$ cat config.mk
export PLATFORM = sky130hd
export DESIGN_NAME = cache_arbiter
export DESIGN_NICKNAME = d
export VERILOG_FILES = /design/src/rtl/cache_arbiter.sv
export SDC_FILE = /design/constraint.sdc
export NUM_CORES = 1
export LEC_CHECK = 0
export ABC_AREA = 0
export CAP_MARGIN = 10
export CORE_AREA = 2 2 545 547
export DETAILED_ROUTE_END_ITERATION = 7
export DIE_AREA = 0 0 547 549
export GPL_TIMING_DRIVEN = 1
export PLACE_DENSITY = 0.3
export SLEW_MARGIN = 20
export SYNTH_ARGS = -nofsm -noshare
export SYNTH_HDL_FRONTEND = slang
export SYNTH_SLANG_ARGS = --single-unit
$ cat constraint.sdc
create_clock -name clk -period 2.35 [get_ports clk]
set_input_delay 0.47 -clock clk [delete_from_list [all_inputs] [get_ports clk]]
set_output_delay 0.47 -clock clk [all_outputs]
set_load 0.05 [all_outputs]
$ cat src/rtl/cache_arbiter.sv
// rtl/cache_arbiter.sv - arbitrates I-cache and D-cache line traffic onto one shared memory port
//
// Ports:
//   clk           clock, all state updates on posedge
//   rst           synchronous reset, active-low
//   i_pmem_read   I-cache line-fill request, held until i_pmem_resp
//   i_pmem_addr   I-cache line address
//   i_pmem_rdata  I-cache fill data, mem_rdata while I owns the port, else 0
//   i_pmem_resp   one-cycle completion pulse to the I-cache
//   d_pmem_read   D-cache fill request, held until d_pmem_resp
//   d_pmem_write  D-cache write-back request, held until d_pmem_resp
//   d_pmem_addr   D-cache line address
//   d_pmem_wdata  D-cache write-back line
//   d_pmem_rdata  D-cache fill data, mem_rdata while D owns the port, else 0
//   d_pmem_resp   one-cycle completion pulse to the D-cache
//   mem_read      shared-port read strobe
//   mem_write     shared-port write strobe
//   mem_addr      address latched at grant time
//   mem_wdata     write data latched at grant time
//   mem_rdata     line returned by memory
//   mem_resp      memory completion pulse

module cache_arbiter #(
  parameter int LINE_WIDTH   = 256,
  parameter int ADDR_WIDTH   = 32,
  parameter int STARVE_LIMIT = 4
) (
  input  logic                  clk,
  input  logic                  rst,

  input  logic                  i_pmem_read,
  input  logic [ADDR_WIDTH-1:0] i_pmem_addr,
  output logic [LINE_WIDTH-1:0] i_pmem_rdata,
  output logic                  i_pmem_resp,

  input  logic                  d_pmem_read,
  input  logic                  d_pmem_write,
  input  logic [ADDR_WIDTH-1:0] d_pmem_addr,
  input  logic [LINE_WIDTH-1:0] d_pmem_wdata,
  output logic [LINE_WIDTH-1:0] d_pmem_rdata,
  output logic                  d_pmem_resp,

  output logic                  mem_read,
  output logic                  mem_write,
  output logic [ADDR_WIDTH-1:0] mem_addr,
  output logic [LINE_WIDTH-1:0] mem_wdata,
  input  logic [LINE_WIDTH-1:0] mem_rdata,
  input  logic                  mem_resp
);

  localparam int CW = $clog2(STARVE_LIMIT + 1);
  localparam logic [CW-1:0] STARVE_MAX = CW'(STARVE_LIMIT);

  typedef enum logic [2:0] {
    IDLE,
    SERVE_I,
    SERVE_D_RD,
    SERVE_D_WR,
    DONE
  } state_e;

  state_e                state_q, state_d;
  logic [CW-1:0]         starve_cnt_q, starve_cnt_d;
  logic [ADDR_WIDTH-1:0] addr_q, addr_d;
  logic [LINE_WIDTH-1:0] wdata_q, wdata_d;

  logic d_req;
  logic i_forced;
  logic serving_i;
  logic serving_d;

  assign d_req    = d_pmem_read | d_pmem_write;
  // I has waited through STARVE_LIMIT consecutive D grants: it must win this time.
  assign i_forced = i_pmem_read && (starve_cnt_q == STARVE_MAX);

  always_ff @(posedge clk) begin
    if (!rst) begin
      state_q      <= IDLE;
      starve_cnt_q <= '0;
      addr_q       <= '0;
      wdata_q      <= '0;
    end else begin
      state_q      <= state_d;
      starve_cnt_q <= starve_cnt_d;
      addr_q       <= addr_d;
      wdata_q      <= wdata_d;
    end
  end

  always_comb begin
    state_d      = state_q;
    starve_cnt_d = starve_cnt_q;
    addr_d       = addr_q;
    wdata_d      = wdata_q;

    unique case (state_q)
      IDLE: begin
        if (d_req && !i_forced) begin
          addr_d = d_pmem_addr;
          // A pending write-back goes before a fill; the fill stays requested.
          if (d_pmem_write) begin
            state_d = SERVE_D_WR;
            wdata_d = d_pmem_wdata;
          end else begin
            state_d = SERVE_D_RD;
          end
          // Cannot overflow: at STARVE_MAX with I waiting, I is forced instead.
          if (i_pmem_read && (starve_cnt_q != STARVE_MAX)) begin
            starve_cnt_d = starve_cnt_q + CW'(1);
          end
        end else if (i_pmem_read) begin
          state_d      = SERVE_I;
          addr_d       = i_pmem_addr;
          starve_cnt_d = '0;
        end
      end

      SERVE_I, SERVE_D_RD, SERVE_D_WR: begin
        if (mem_resp) begin
          state_d = DONE;
        end
      end

      // One dead cycle so the requester can drop its request before re-arbitration.
      DONE: state_d = IDLE;

      default: state_d = IDLE;
    endcase
  end

  assign serving_i = (state_q == SERVE_I);
  assign serving_d = (state_q == SERVE_D_RD) || (state_q == SERVE_D_WR);

  assign mem_read  = serving_i || (state_q == SERVE_D_RD);
  assign mem_write = (state_q == SERVE_D_WR);
  assign mem_addr  = addr_q;
  assign mem_wdata = wdata_q;

  // Responses are combinational from mem_resp so the owner sees data the cycle it arrives.
  assign i_pmem_resp  = serving_i && mem_resp;
  assign d_pmem_resp  = serving_d && mem_resp;
  assign i_pmem_rdata = serving_i ? mem_rdata : '0;
  assign d_pmem_rdata = serving_d ? mem_rdata : '0;

  a_one_strobe: assert property (@(posedge clk) !(mem_read && mem_write));
  a_one_resp:   assert property (@(posedge clk) !(i_pmem_resp && d_pmem_resp));

endmodule

==> summary.txt <==
CTS Buffer Depth: 3
DRC: 0
vias per cell: 2.69
outcome: complete, but fails checks
DR iter-0 viols: 809
clk sinks: 294
Core Region: 295000 sq um
PnR worst setup slack: -0.285 ns
total power divided by cell area: 620 nW/um^2
Netlist cell types: 36
Boundary Pins: 1386
Rows: 200
largest net degree at the start of global routing: 80
first-pass GRT wire length: 231 mm
RePlAce Congestion: 0.823
Hold Crit Class: in2reg
# placed instances: 7178
Clock power frac: 25.1%
Via Count: 19700
power after layout: 26.6 mW
r2r setup slk: 0.40 ns
syn nets: 2500
most common cell after layout, fill and taps aside: clkdlybuf4s50_1
Mapped Area: 15900 sq um
hold_buf cts: 0
area grow syn2layout: 170%
H-tree depth: 2
clock root buffer: clkbuf_16
Int Pwr: 15.4 mW
Final Non-Filler Cells: 7319
Reg power frac: 21.9%
most frequent cells in the layout: 760 x clkdlybuf4s50_1, 560 x buf_12, 515 x nand2_1, 291 x dfxtp_1, 273 x and2_1
layout cells sized above 1: 33.5%
total track usage: 11.7%
CP startpoint kind: flop
Sw Pwr: 11.2 mW
syn avg cell area: 8.30 sq um
final hold slack: 0.201 ns
Crit path arrival time: 2.17 ns
period utilisation layout: 112%
Seq/Total Area, Yosys: 37.0%
Detail Route Antenna Nets: 0
WL/cell: 25.4 microns
worst vdd ir: 549 uV
Sw Ratio: 42.1%
IO buf count: 1385
WL final: 186 mm
worst-path fanout max: 12
CTS tree: built
Fin Clk Skew: 0.0403 ns
initial antenna violation count: 130
DP Area: 39900 sq um
number of synthesized register bits: 294
CTS Buf Count: 44
post-DP HPWL: 160 mm
Post-Layout Inst Area: 42900 sq um
worst path required time: 1.88 ns
Rel. slew slack: 52.8%
worst skew pair latency: 0.64 ns
post-layout min period: 2.64 ns
fin nets: 3914
Synth Flop Type: dfxtp_1
reported leakage power: 16.1 nW
number of global-route vias before repair: 20500
drt pass-1 iters: 5
max-slew violation count: 0
RSZ-0062 raised after global routing: yes
Final Hold Fails: 0
Yosys Warn Count: 0
DIE HEIGHT: 549 microns
# setup viols final: 527
failing checks: negative setup slack
Overflow after GRT: 0
cells after synthesis: 1916
crit end category: output pin
Initial Util: 5.39%
full die area: 300000 sq um
clock slew at reported path FFs: 0.05 ns
Logic pwr share: 53.0%
fmax: 380 MHz
number of flops mapped to enable cells by yosys: 0
Post-synth ARST share: 0%
Worst Tran Pin Value: 0.708 ns
max cap viols: 0
Crit Path Class: reg2out
chip width: 547 microns
==> per-layer routing <==
layer / global-route usage (%) / share of wire, %
met1: 12.9 / 39
met2: 19.8 / 47
met3: 6.94 / 13
met4: 1.36 / 1.3
met5: 0 / 0.11
==> worst paths after layout <==
kind | start | end | cells past startpoint
worst max-delay path | state_q[1]$_SDFFE_PN0P_ | i_pmem_rdata[77] | 6
worst min-delay path | rst | mem_wdata[193]$_SDFFE_PN0P_ | 3
worst max register to register | state_q[2]$_SDFFE_PN0P_ | mem_wdata[89]$_SDFFE_PN0P_ | 6
worst min register to register | mem_wdata[114]$_SDFFE_PN0P_ | mem_wdata[114]$_SDFFE_PN0P_ | 2
==> repair_timing <==
item	4_1_cts	5_1_grt
resized for setup	179	124
cloned	10	14
endpoints found under the setup margin	643	616
hold endpoints to repair	0	0
buffers inserted	16	7
pin swaps	12	8
==> cell families after synthesis <==
group,share of synthesized area (%)
flip-flops,37.0
multiplexers,16.1
adder cells (fa/ha/maj),0.157
XOR/XNOR,0.0551
AO/OA/AOI/OAI,5.20
AND/OR/NAND/NOR,34.4
buffers and inverters,7.06
==> registers in the layout (all words and copies together) (netlist names) <==
register      count
state_q           3
starve_cnt_q      3
mem_addr         32
mem_wdata       256
==> power groups by stage <==
stage	registers, mW	clock network (mW)	logic (mW)
4_1_cts	5.85	7.06	14.0
3_3_place_gp	5.93	0	13.4
2_1_floorplan	7.62	0	4.72
5_1_grt	5.90	7.20	14.7
3_5_place_dp	5.95	0	13.3
6_report	5.83	6.68	14.1
==> per-stage QoR <==
stage               utilization, %  setup slack (ns)  TNS, ns
global placement              13.5             0.126        0
CTS                           14.3            -0.419  -177.14
finish                        14.5            -0.285  -107.31
global route                  14.5            -0.418  -179.79
detailed placement            13.5             0.136        0
floorplan                        -             0.212        0
==> cells in the mapped netlist, drive strengths merged, types with 2 or more instances <==
cell,n,share of area (%)
nand2,515,12
nor2,4,0.094
inv,4,0.094
a311oi,32,2.9
mux2i,256,16
clkbuf,133,3.1
nand4,2,0.079
buf,41,3.8
a21oi,35,1.1
and3,2,0.079
o21ai,32,1.0
and2,516,20
nand4b,2,0.11
dfxtp,294,37
ha,2,0.16
nand3,33,1.1
==> final cells by class <==
cell class / count / area [sq um]
sequential: 294 / 5890
multi-input combinational: 1444 / 9510
tap: 3939 / 4930
fill: 33200 / 252000
clock buffer: 65 / 1270
inverter: 4 / 15.0
antenna: 20 / 50.0
timing repair buffer: 1542 / 21100
clock inverter: 11 / 125
==> critical path, cell delays in order (launching register included) <==
cell and delay, ns:
dfxtp_4 0.35, nor3b_4 0.22, buf_12 0.20, buf_16 0.18
clkbuf_16 0.20, and2_4 0.17, buf_12 0.13
(Power assumes the default switching activity.)
